==> config.mk <==
export PLATFORM = sky130hd
export DESIGN_NAME = exec_ctrl
export DESIGN_NICKNAME = d
export VERILOG_FILES = /design/src/rtl/exec_ctrl.sv
export SDC_FILE = /design/constraint.sdc
export NUM_CORES = 1
export LEC_CHECK = 0
export ABC_AREA = 1
export BUFFER_PORTS_ARGS = -buffer_cell sky130_fd_sc_hd__buf_2
export CORE_ASPECT_RATIO = 1.5
export CORE_MARGIN = 2
export CORE_UTILIZATION = 45
export CTS_BUF_LIST = sky130_fd_sc_hd__clkbuf_2
export CTS_CLUSTER_SIZE = 12
export DETAILED_ROUTE_END_ITERATION = 12
export PLACE_DENSITY_LB_ADDON = 0.05
export SLEW_MARGIN = 20
export SYNTH_ARGS = -nofsm -noshare
export SYNTH_HDL_FRONTEND = slang
export SYNTH_SLANG_ARGS = --single-unit
==> constraint.sdc <==
create_clock -name clk -period 2.3 [get_ports clk]
set_clock_uncertainty 0.2 [all_clocks]
set_input_delay 0 -clock clk [delete_from_list [all_inputs] [get_ports clk]]
set_output_delay 0 -clock clk [all_outputs]
set_load 0.05 [all_outputs]
==> src/rtl/exec_ctrl.sv <==
// ---------------------------------------------------------------------------
// exec_ctrl
//   Multi-cycle execute controller that sits in front of a 4x9 register file.
//   Accepts one instruction per valid/ready handshake, drives the register-file
//   read addresses, latches the returned operands, computes the ALU result and
//   drives the write-back port. Every instruction occupies the controller for
//   exactly four cycles: IDLE -> READ -> EXEC -> WRITE -> IDLE.
//
// Ports
//   clk          in   1   clock, all state updates on posedge
//   rst          in   1   asynchronous active-low reset
//   instr_valid  in   1   instruction offered
//   instr_ready  out  1   high only in IDLE
//   instr        in   IW  {op, dst, src0, src1}
//   ld_data      in   DW  LOAD operand, sampled at accept
//   rd0_addr     out  AW  register file read port 0 address (src0)
//   rd1_addr     out  AW  register file read port 1 address (src1)
//   rd0_data     in   DW  register file read port 0 data
//   rd1_data     in   DW  register file read port 1 data
//   wr_en        out  1   register file write enable (WRITE only)
//   wr_addr      out  AW  write-back address (dst)
//   wr_data      out  DW  registered ALU result
//   done         out  1   one-cycle pulse in WRITE
//   carry        out  1   carry/borrow flag of the last executed op
//   zero         out  1   result==0 flag of the last executed op
// ---------------------------------------------------------------------------
module exec_ctrl #(
   parameter int DW  = 9,
   parameter int AW  = 2,
   parameter int OPW = 3,
   localparam int IW = OPW + 3*AW
) (
   input  logic          clk,
   input  logic          rst,
   input  logic          instr_valid,
   output logic          instr_ready,
   input  logic [IW-1:0] instr,
   input  logic [DW-1:0] ld_data,
   output logic [AW-1:0] rd0_addr,
   output logic [AW-1:0] rd1_addr,
   input  logic [DW-1:0] rd0_data,
   input  logic [DW-1:0] rd1_data,
   output logic          wr_en,
   output logic [AW-1:0] wr_addr,
   output logic [DW-1:0] wr_data,
   output logic          done,
   output logic          carry,
   output logic          zero
);

   localparam logic [OPW-1:0] OP_ADD  = OPW'(0);
   localparam logic [OPW-1:0] OP_SUB  = OPW'(1);
   localparam logic [OPW-1:0] OP_AND  = OPW'(2);
   localparam logic [OPW-1:0] OP_OR   = OPW'(3);
   localparam logic [OPW-1:0] OP_XOR  = OPW'(4);
   localparam logic [OPW-1:0] OP_NOT  = OPW'(5);
   localparam logic [OPW-1:0] OP_SHL  = OPW'(6);

   typedef enum logic [1:0] {
      S_IDLE  = 2'd0,
      S_READ  = 2'd1,
      S_EXEC  = 2'd2,
      S_WRITE = 2'd3
   } state_t;

   state_t          r_state;
   state_t          w_state_next;

   logic [OPW-1:0]  r_op;
   logic [AW-1:0]   r_dst;
   logic [AW-1:0]   r_src0;
   logic [AW-1:0]   r_src1;
   logic [DW-1:0]   r_ld;
   logic [DW-1:0]   r_a;
   logic [DW-1:0]   r_b;
   logic [DW-1:0]   r_result;
   logic            r_carry;
   logic            r_zero;

   logic [DW:0]     w_sum;
   logic [DW:0]     w_diff;
   logic [DW-1:0]   w_result;
   logic            w_carry;

   // ---------------- FSM ----------------
   always_ff @(posedge clk or negedge rst) begin
      if (!rst) r_state <= S_IDLE;
      else      r_state <= w_state_next;
   end

   always_comb begin
      w_state_next = r_state;
      case (r_state)
         S_IDLE:  if (instr_valid) w_state_next = S_READ;
         S_READ:  w_state_next = S_EXEC;
         S_EXEC:  w_state_next = S_WRITE;
         S_WRITE: w_state_next = S_IDLE;
         default: w_state_next = S_IDLE;
      endcase
   end

   // ---------------- ALU ----------------
   // Widened add/sub so bit DW carries the carry-out or the borrow.
   assign w_sum  = {1'b0, r_a} + {1'b0, r_b};
   assign w_diff = {1'b0, r_a} - {1'b0, r_b};

   always_comb begin
      w_result = '0;
      w_carry  = 1'b0;
      case (r_op)
         OP_ADD:  begin w_result = w_sum[DW-1:0];  w_carry = w_sum[DW];  end
         OP_SUB:  begin w_result = w_diff[DW-1:0]; w_carry = w_diff[DW]; end
         OP_AND:  w_result = r_a & r_b;
         OP_OR:   w_result = r_a | r_b;
         OP_XOR:  w_result = r_a ^ r_b;
         OP_NOT:  w_result = ~r_a;
         OP_SHL:  begin w_result = {r_a[DW-2:0], 1'b0}; w_carry = r_a[DW-1]; end
         default: w_result = r_ld;   // LOAD ignores the operands
      endcase
   end

   // ---------------- Datapath registers ----------------
   always_ff @(posedge clk or negedge rst) begin
      if (!rst) begin
         r_op     <= '0;
         r_dst    <= '0;
         r_src0   <= '0;
         r_src1   <= '0;
         r_ld     <= '0;
         r_a      <= '0;
         r_b      <= '0;
         r_result <= '0;
         r_carry  <= 1'b0;
         r_zero   <= 1'b0;
      end else begin
         case (r_state)
            S_IDLE: begin
               if (instr_valid) begin
                  r_op   <= instr[IW-1 -: OPW];
                  r_dst  <= instr[3*AW-1 -: AW];
                  r_src0 <= instr[2*AW-1 -: AW];
                  r_src1 <= instr[AW-1:0];
                  r_ld   <= ld_data;
               end
            end
            S_READ: begin
               // Register file refreshed its read data on the negedge of READ.
               r_a <= rd0_data;
               r_b <= rd1_data;
            end
            S_EXEC: begin
               r_result <= w_result;
               r_carry  <= w_carry;
               r_zero   <= (w_result == '0);
            end
            default: ;
         endcase
      end
   end

   // Outputs decode straight from the state so an async reset drops wr_en/done at once.
   assign instr_ready = (r_state == S_IDLE);
   assign wr_en       = (r_state == S_WRITE);
   assign done        = (r_state == S_WRITE);
   assign rd0_addr    = r_src0;
   assign rd1_addr    = r_src1;
   assign wr_addr     = r_dst;
   assign wr_data     = r_result;
   assign carry       = r_carry;
   assign zero        = r_zero;

endmodule

==> results.yml, run 1 <==
floorplan:
  rows: 39
  die_h_um: 111
  core_area_sq_um: 7510
  initial_core_util_pct: 45.8
  ios: 59
  die_w_um: 75.4
  die_area_sq_um: 8370
critical_path:
  path_class: "reg -> reg"
  crit_fanout: 3
  start_kind: "register"
  arrival_ns: 2.52
  end_kind: "register"
  cp.required_ns: 2.53
placed_design:
  dp_hpwl_um: 7260
  io_buffers: 58
  gp_congestion: 0.953
  post_dp_cell_area_sq_um: 3990
sta:
  post-route-period-util_pct: 99.4
  rsz0062_at_grt: "yes"
  setup_viol: 0
  relSlewSlack_pct: 68.4
  slew_viol_final: 0
  fmax_ghz: 0.437
  post-route-min-period_ns: 2.29
  worstMarginPinSlew_ns: 0.475
  hold_viol_final: 0
global_routing:
  grt_pass1_vias: 3622
  grt_max_degree: 37
  grt.overflow.total: 0
  grt_pass1_wl_um: 16800
  grt_usage_pct: 26.1
  antenna_found_initial: 0
worst_hold_path:
  worst_hold_path_type: "in -> reg"
clock_tree:
  tritoncts: "done"
  clock_latency_ns: 0.48
  htree_levels: 2
  cts_sinks: 49
  clkSlewWorstSetupHoldPaths_ns: 0.29
  cts_root_buf: "clkbuf_2"
  cts_buffers: 5
  cts_max_path_buffers: 2
pwr:
  power_leakage_nw: 2.53
  ir_worst_vdd_mv: 0.888
  p_int_mw: 3.33
  seqPwrFrac_pct: 21.6
  pwr-share-clk_pct: 6.8
  p_total_mw: 7.16
  power.density_nw_per_um2: 1520
  swShare_pct: 53.4
  p_sw_mw: 3.82
  comb_power_share_pct: 71.6
outcome:
  outcome: "complete, no violations"
synthesis:
  synth_cell_type_count: 27
  netlist_instances: 483
  syn_avg_cell_area_sq_um: 7.12
  syn-cell-area_sq_um: 3440
  synth_seq_area_share_pct: 35.6
  ys_ff_latch: 49
  synth_fp_nets: 555
  yosys_warnings: 0
route:
  wl_per_cell_um: 13.9
  vias: 3532
  drt-initial-drc-count: 136
  remaining_drc_errors: 0
  vias_per_cell: 4.87
  first_pass_iters: 4
  antenna_left: 0
  routed_wl_um: 10100
flow_run:
  cap_viol_max_count: 0
layout:
  nNetsFinal: 694
  drive_gt1_share_pct: 21.3
  area_growth_pct: 37.1
  fin_area_sq_um: 4720
  antenna-diode-count: 0
  final_util_pct: 62.8
[logic make-up after synthesis]
family / share of synthesized area [%]
compound gates: 8.91
fa+ha+maj: 12.4
buf+inv: 9.97
flops: 35.6
mux: 3.27
simple gates: 29.8
[worst max-delay path: stages (launching register included)]
cell	delay (ns)
dfrtp_1	0.46
ha_2	0.20
inv_1	0.06
fa_1	0.39
inv_2	0.08
nand3_2	0.07
nand2_2	0.09
nand2_1	0.05
nand3_1	0.06
nand3_1	0.12
nor2_2	0.14
nand3_1	0.09
nor2_1	0.10
nand3_1	0.07
nand2_1	0.06
[repair_timing]
item / CTS / global route
setup endpoints to repair: 1 / 31
hold buffers: 52 / 0
hold endpoints to repair: 87 / 0
setup buffers: 3 / 6
cloned: 0 / 1
gates resized for setup: 6 / 14
pin swaps: 3 / 4
[synth_stat cells]
cell type / count / area share (%)
ha_1: 31 / 11
nor2_1: 46 / 5.0
or2_0: 1 / 0.18
o22ai_1: 1 / 0.18
nor3_1: 5 / 0.73
nor2_4: 1 / 0.33
buf_2: 3 / 0.44
nand2_1: 132 / 14
dfrtp_1: 49 / 36
nand4_1: 5 / 0.91
nand3_1: 48 / 7.0
nand2_2: 2 / 0.36
clkbuf_2: 1 / 0.15
o211ai_1: 1 / 0.22
inv_2: 1 / 0.11
o21ai_0: 35 / 5.1
inv_1: 74 / 8.1
clkbuf_1: 7 / 0.76
or2_1: 1 / 0.18
o21bai_1: 2 / 0.44
buf_4: 2 / 0.44
mux2_2: 10 / 3.3
a22oi_1: 1 / 0.22
nand3_2: 1 / 0.29
a21oi_1: 19 / 2.8
fa_1: 2 / 1.2
nor2_2: 2 / 0.36
[cells in the final DEF (no fill, tap or decap), types with 2 or more instances in the layout]
cell           instances
nand2_1              130
inv_1                 71
buf_2                 58
dlygate4sd3_1         51
dfrtp_1               49
nand3_1               47
nor2_1                44
o21ai_0               34
buf_4                 34
ha_1                  26
a21oi_1               18
mux2_2                10
nor3_1                 5
nand4_1                5
clkbuf_2               5
inv_2                  4
nor2_2                 4
nand2_2                4
ha_2                   4
nand3_2                2
o21bai_1               2
[per-stage QoR]
stage | worst slack [ns] | setup TNS, ns | hold WS (ns) | cells
after floorplan | 0.175 | 0 | -0.496 | 483
after global placement | 0.0450 | 0 | -0.206 | 656
after detailed placement | -0.0128 | -0.0128 | -0.215 | 656
after CTS | -0.0132 | -0.0132 | 0.0164 | 719
after global routing | -0.163 | -0.321 | 0.0181 | 725
final | 0.0129 | 0 | 0.0277 | 725
[worst paths after layout]
| kind | slack, ns | startpoint | cells past startpoint | endpoint |
|---|---|---|---|---|
| worst min register to register | 0.31 | wr_data[6] | 2 | wr_data[6] |
| worst max register to register | 0.01 | r_a[0] | 14 | zero |
| min in group asynchronous | 0.34 | rst | 3 | wr_data[1] |
| max in group asynchronous | 0.97 | rst | 4 | zero |
| worst min-delay path | 0.03 | rd0_data[5] | 4 | r_a[5] |
| worst max-delay path | 0.01 | r_a[0] | 14 | zero |
[power groups by stage]
stage	clock network, mW	logic (mW)	registers [mW]
global route	0.531	5.73	1.60
global placement	0	4.60	1.56
floorplan	0	2.86	1.98
detailed placement	0	4.65	1.57
CTS	0.504	4.89	1.55
finish	0.489	5.12	1.54
[area by class of cell]
| class | instances | area (sq um) |
|---|---|---|
| Fill cell | 734 | 2800 |
| Multi-Input combinational cell | 346 | 1910 |
| Sequential cell | 49 | 1230 |
| Timing Repair Buffer | 145 | 1100 |
| Inverter | 75 | 282 |
| Tap cell | 102 | 128 |
| Clock inverter | 3 | 41.3 |
| Clock buffer | 5 | 25.0 |
[per-layer routing]
layer	GRT usage, %	vias up	share of wire, %
li1	-	1790	-
met1	31.1	1650	42
met2	45.5	73	52
met3	4.36	19	3.1
met4	9.12	0	2.0
met5	0	-	0
[flip-flops by register name (all words and copies together) (netlist names)]
| register | cells |
|---|---|
| zero | 1 |
| r_state | 2 |
| r_a | 9 |
| r_b | 9 |
| r_ld | 9 |
| wr_addr | 2 |
| wr_data | 9 |
| r_op | 3 |
| rd1_addr | 2 |
| carry | 1 |
| rd0_addr | 2 |
Note: power is estimated with default switching activity, not from simulation.
==> inputs of run 2 (changes only) <==
- clock period: 2.3 -> 1.9 ns (I/O delays scaled with it)
==> run 2 against run 1 <==
The flow now finishes with violations (negative setup slack); via count grew 4.3%; worst setup slack lost 0.45 ns; sequential power grew 22%; combinational power grew 57%; largest power group unchanged; non-clock buffer count grew 35; register-to-register slack lost 0.45 ns; cell area grew 12%; sequential share of layout area shrank 2.8 points; hold slack lost 0.0090 ns; global-route usage grew 0.33 points; highest routed layer unchanged; critical endpoint unchanged; final cell count grew 4.8%.
==> results.yml, run 2 (synthesis results as in run 1) <==
sta:
  post-route-period-util_pct: 123
  fmax_ghz: 0.428
  setup_viol: 10
  post-route-min-period_ns: 2.34
  layout_setup_ws_ns: -0.439
  rsz0062_at_grt: "yes"
  worstMarginPinSlew_ns: 0.942
  relSlewSlack_pct: 37.0
  tns_ns: -1.96
  slew_viol_final: 0
  hold_viol_final: 0
clock_tree:
  htree_levels: 2
  cts_buffers: 5
  clkSlewWorstSetupHoldPaths_ns: 0.31
  cts_sinks: 49
  clock_latency_ns: 0.49
  cts_root_buf: "clkbuf_2"
  tritoncts: "done"
  cts_max_path_buffers: 2
global_routing:
  grt_usage_pct: 26.4
  antenna_found_initial: 0
  grt_pass1_wl_um: 17000
  grt_pass1_vias: 3748
  gr-usage-met1_pct: 32.6
  grtUsageMet2_pct: 45.9
  grt.overflow.total: 0
  grt_max_degree: 37
  grt.met3_usage_pct: 3.27
  grt_busiest_layer: "met2"
floorplan:
  initial_core_util_pct: 45.8
  die_w_um: 75.4
  core_area_sq_um: 7510
  die_area_sq_um: 8370
  ios: 59
  rows: 39
  die_h_um: 111
critical_path:
  crit_end: "zero"
  crit_fanout: 3
  path_class: "reg -> reg"
  cp.required_ns: 2.14
  cp-startpoint: "r_b[0]"
  end_kind: "register"
  max_stage_delay_ns: 0.48
  worstSetupPathDepth: 15
  worstPathBufferInverterCount: 2
  arrival_ns: 2.58
  reg2reg_slack_ns: -0.44
  r2r-end: "zero"
  critPathTopFamily: "simple AND/OR/NAND/NOR gates"
  r2r_cells: 15
  r2r_start: "r_b[0]"
  start_kind: "register"
  cp_cell_sequence: "buf_4, ha_4, inv_2, fa_2, nand3_2, nand2_1, nor2_1, nand2_1, nand2_1, nand2_1, nor2_1, nand3_1, nor2_1, nand3_1, nand2_1"
  path_common_cell: "nand2_1"
  crit_slowest_cell: "dfrtp_1"
layout:
  final_common_cell: "nand2_1"
  n_fill_cell: 667
  antenna-diode-count: 0
  drive_gt1_share_pct: 38.1
  final_cell_count_no_fill: 760
  nNetsFinal: 729
  seq_area_sq_um: 1230
  final_util_pct: 70.6
  fin_area_sq_um: 5300
  layout_common_cells: "115 x nand2_1, 77 x buf_4, 58 x buf_2"
  multi_input_area_sq_um: 2280
  area_growth_pct: 54.2
placed_design:
  post_dp_cell_area_sq_um: 4390
  io_buffers: 58
  numPlacedInstances: 704
  gp_congestion: 0.885
  dp_hpwl_um: 7720
pwr:
  power_leakage_nw: 2.71
  power.density_nw_per_um2: 1960
  ir_worst_vdd_mv: 1.26
  seqPwrFrac_pct: 18.0
  p_sw_mw: 5.42
  pwr-share-clk_pct: 4.7
  comb_power_share_pct: 77.2
  p_int_mw: 5.00
  swShare_pct: 52.0
flow_run:
  cap_viol_max_count: 0
route:
  remaining_drc_errors: 0
  antenna_left: 0
  routed_wl_um: 10400
  vias_per_cell: 4.85
  drt-initial-drc-count: 148
  vias: 3683
  first_pass_iters: 4
  wl_per_cell_um: 13.7
worst_hold_path:
  worst_hold_path_type: "in -> reg"
outcome:
  violations: "negative setup slack"
  outcome: "finished, violations left"
-- run 2: timing repair --
item / 4_1_cts / 5_1_grt
setup buffers: 5 / 8
endpoints found under the hold margin: 87 / 0
endpoints found under the setup margin: 11 / 11
pin swaps: 26 / 29
gates resized for setup: 63 / 46
gates cloned: 0 / 0
hold buffers: 40 / 0
-- run 2: through the flow --
stage / setup WS [ns] / total power, mW / hold WS (ns)
after CTS: -0.380 / 9.75 / 0.00957
after floorplan: -0.151 / 5.99 / -0.496
after global placement: -0.296 / 8.42 / -0.196
after detailed placement: -0.332 / 8.49 / -0.201
after global routing: -0.581 / 11.3 / 0.0115
final: -0.439 / 10.4 / 0.0187
-- run 2: how the worst min path moves through the flow --
| stage | startpoint | to | cells past startpoint |
|---|---|---|---|
| after global placement | rst | r_a[0] | 1 |
| after floorplan | rst | carry | 0 |
| after CTS | rd0_data[3] | r_a[3] | 4 |
| after detailed placement | rst | r_b[0] | 1 |
| final | rd1_data[2] | r_b[2] | 4 |
| after global routing | rd1_data[2] | r_b[2] | 4 |
-- run 2: layer usage --
layer / routed length (um) / part of all wire [%]
met5: 0 / 0
met4: 220 / 2.1
met3: 290 / 2.8
met2: 5400 / 52
met1: 4490 / 43
-- run 2: power groups by stage --
stage,Combinational [mW],Clock (mW),Sequential (mW)
finish,8.04,0.494,1.88
global route,8.85,0.549,1.93
CTS,7.39,0.508,1.86
detailed placement,6.63,0,1.86
global placement,6.58,0,1.84
floorplan,3.60,0,2.40
-- run 2: final cells by class --
cell class | count | area share, %
sequential | 49 | 23.2
clock buffer | 5 | 0.472
tap | 102 | 2.41
multi-input combinational | 346 | 43.0
clock inverter | 3 | 0.401
timing repair buffer | 180 | 25.1
inverter | 75 | 5.38
-- run 2: worst min-delay path, cell delays in order --
cell           delay [ns]
dlygate4sd3_1        0.51
buf_2                0.09
nand2_1              0.04
o21ai_0              0.06
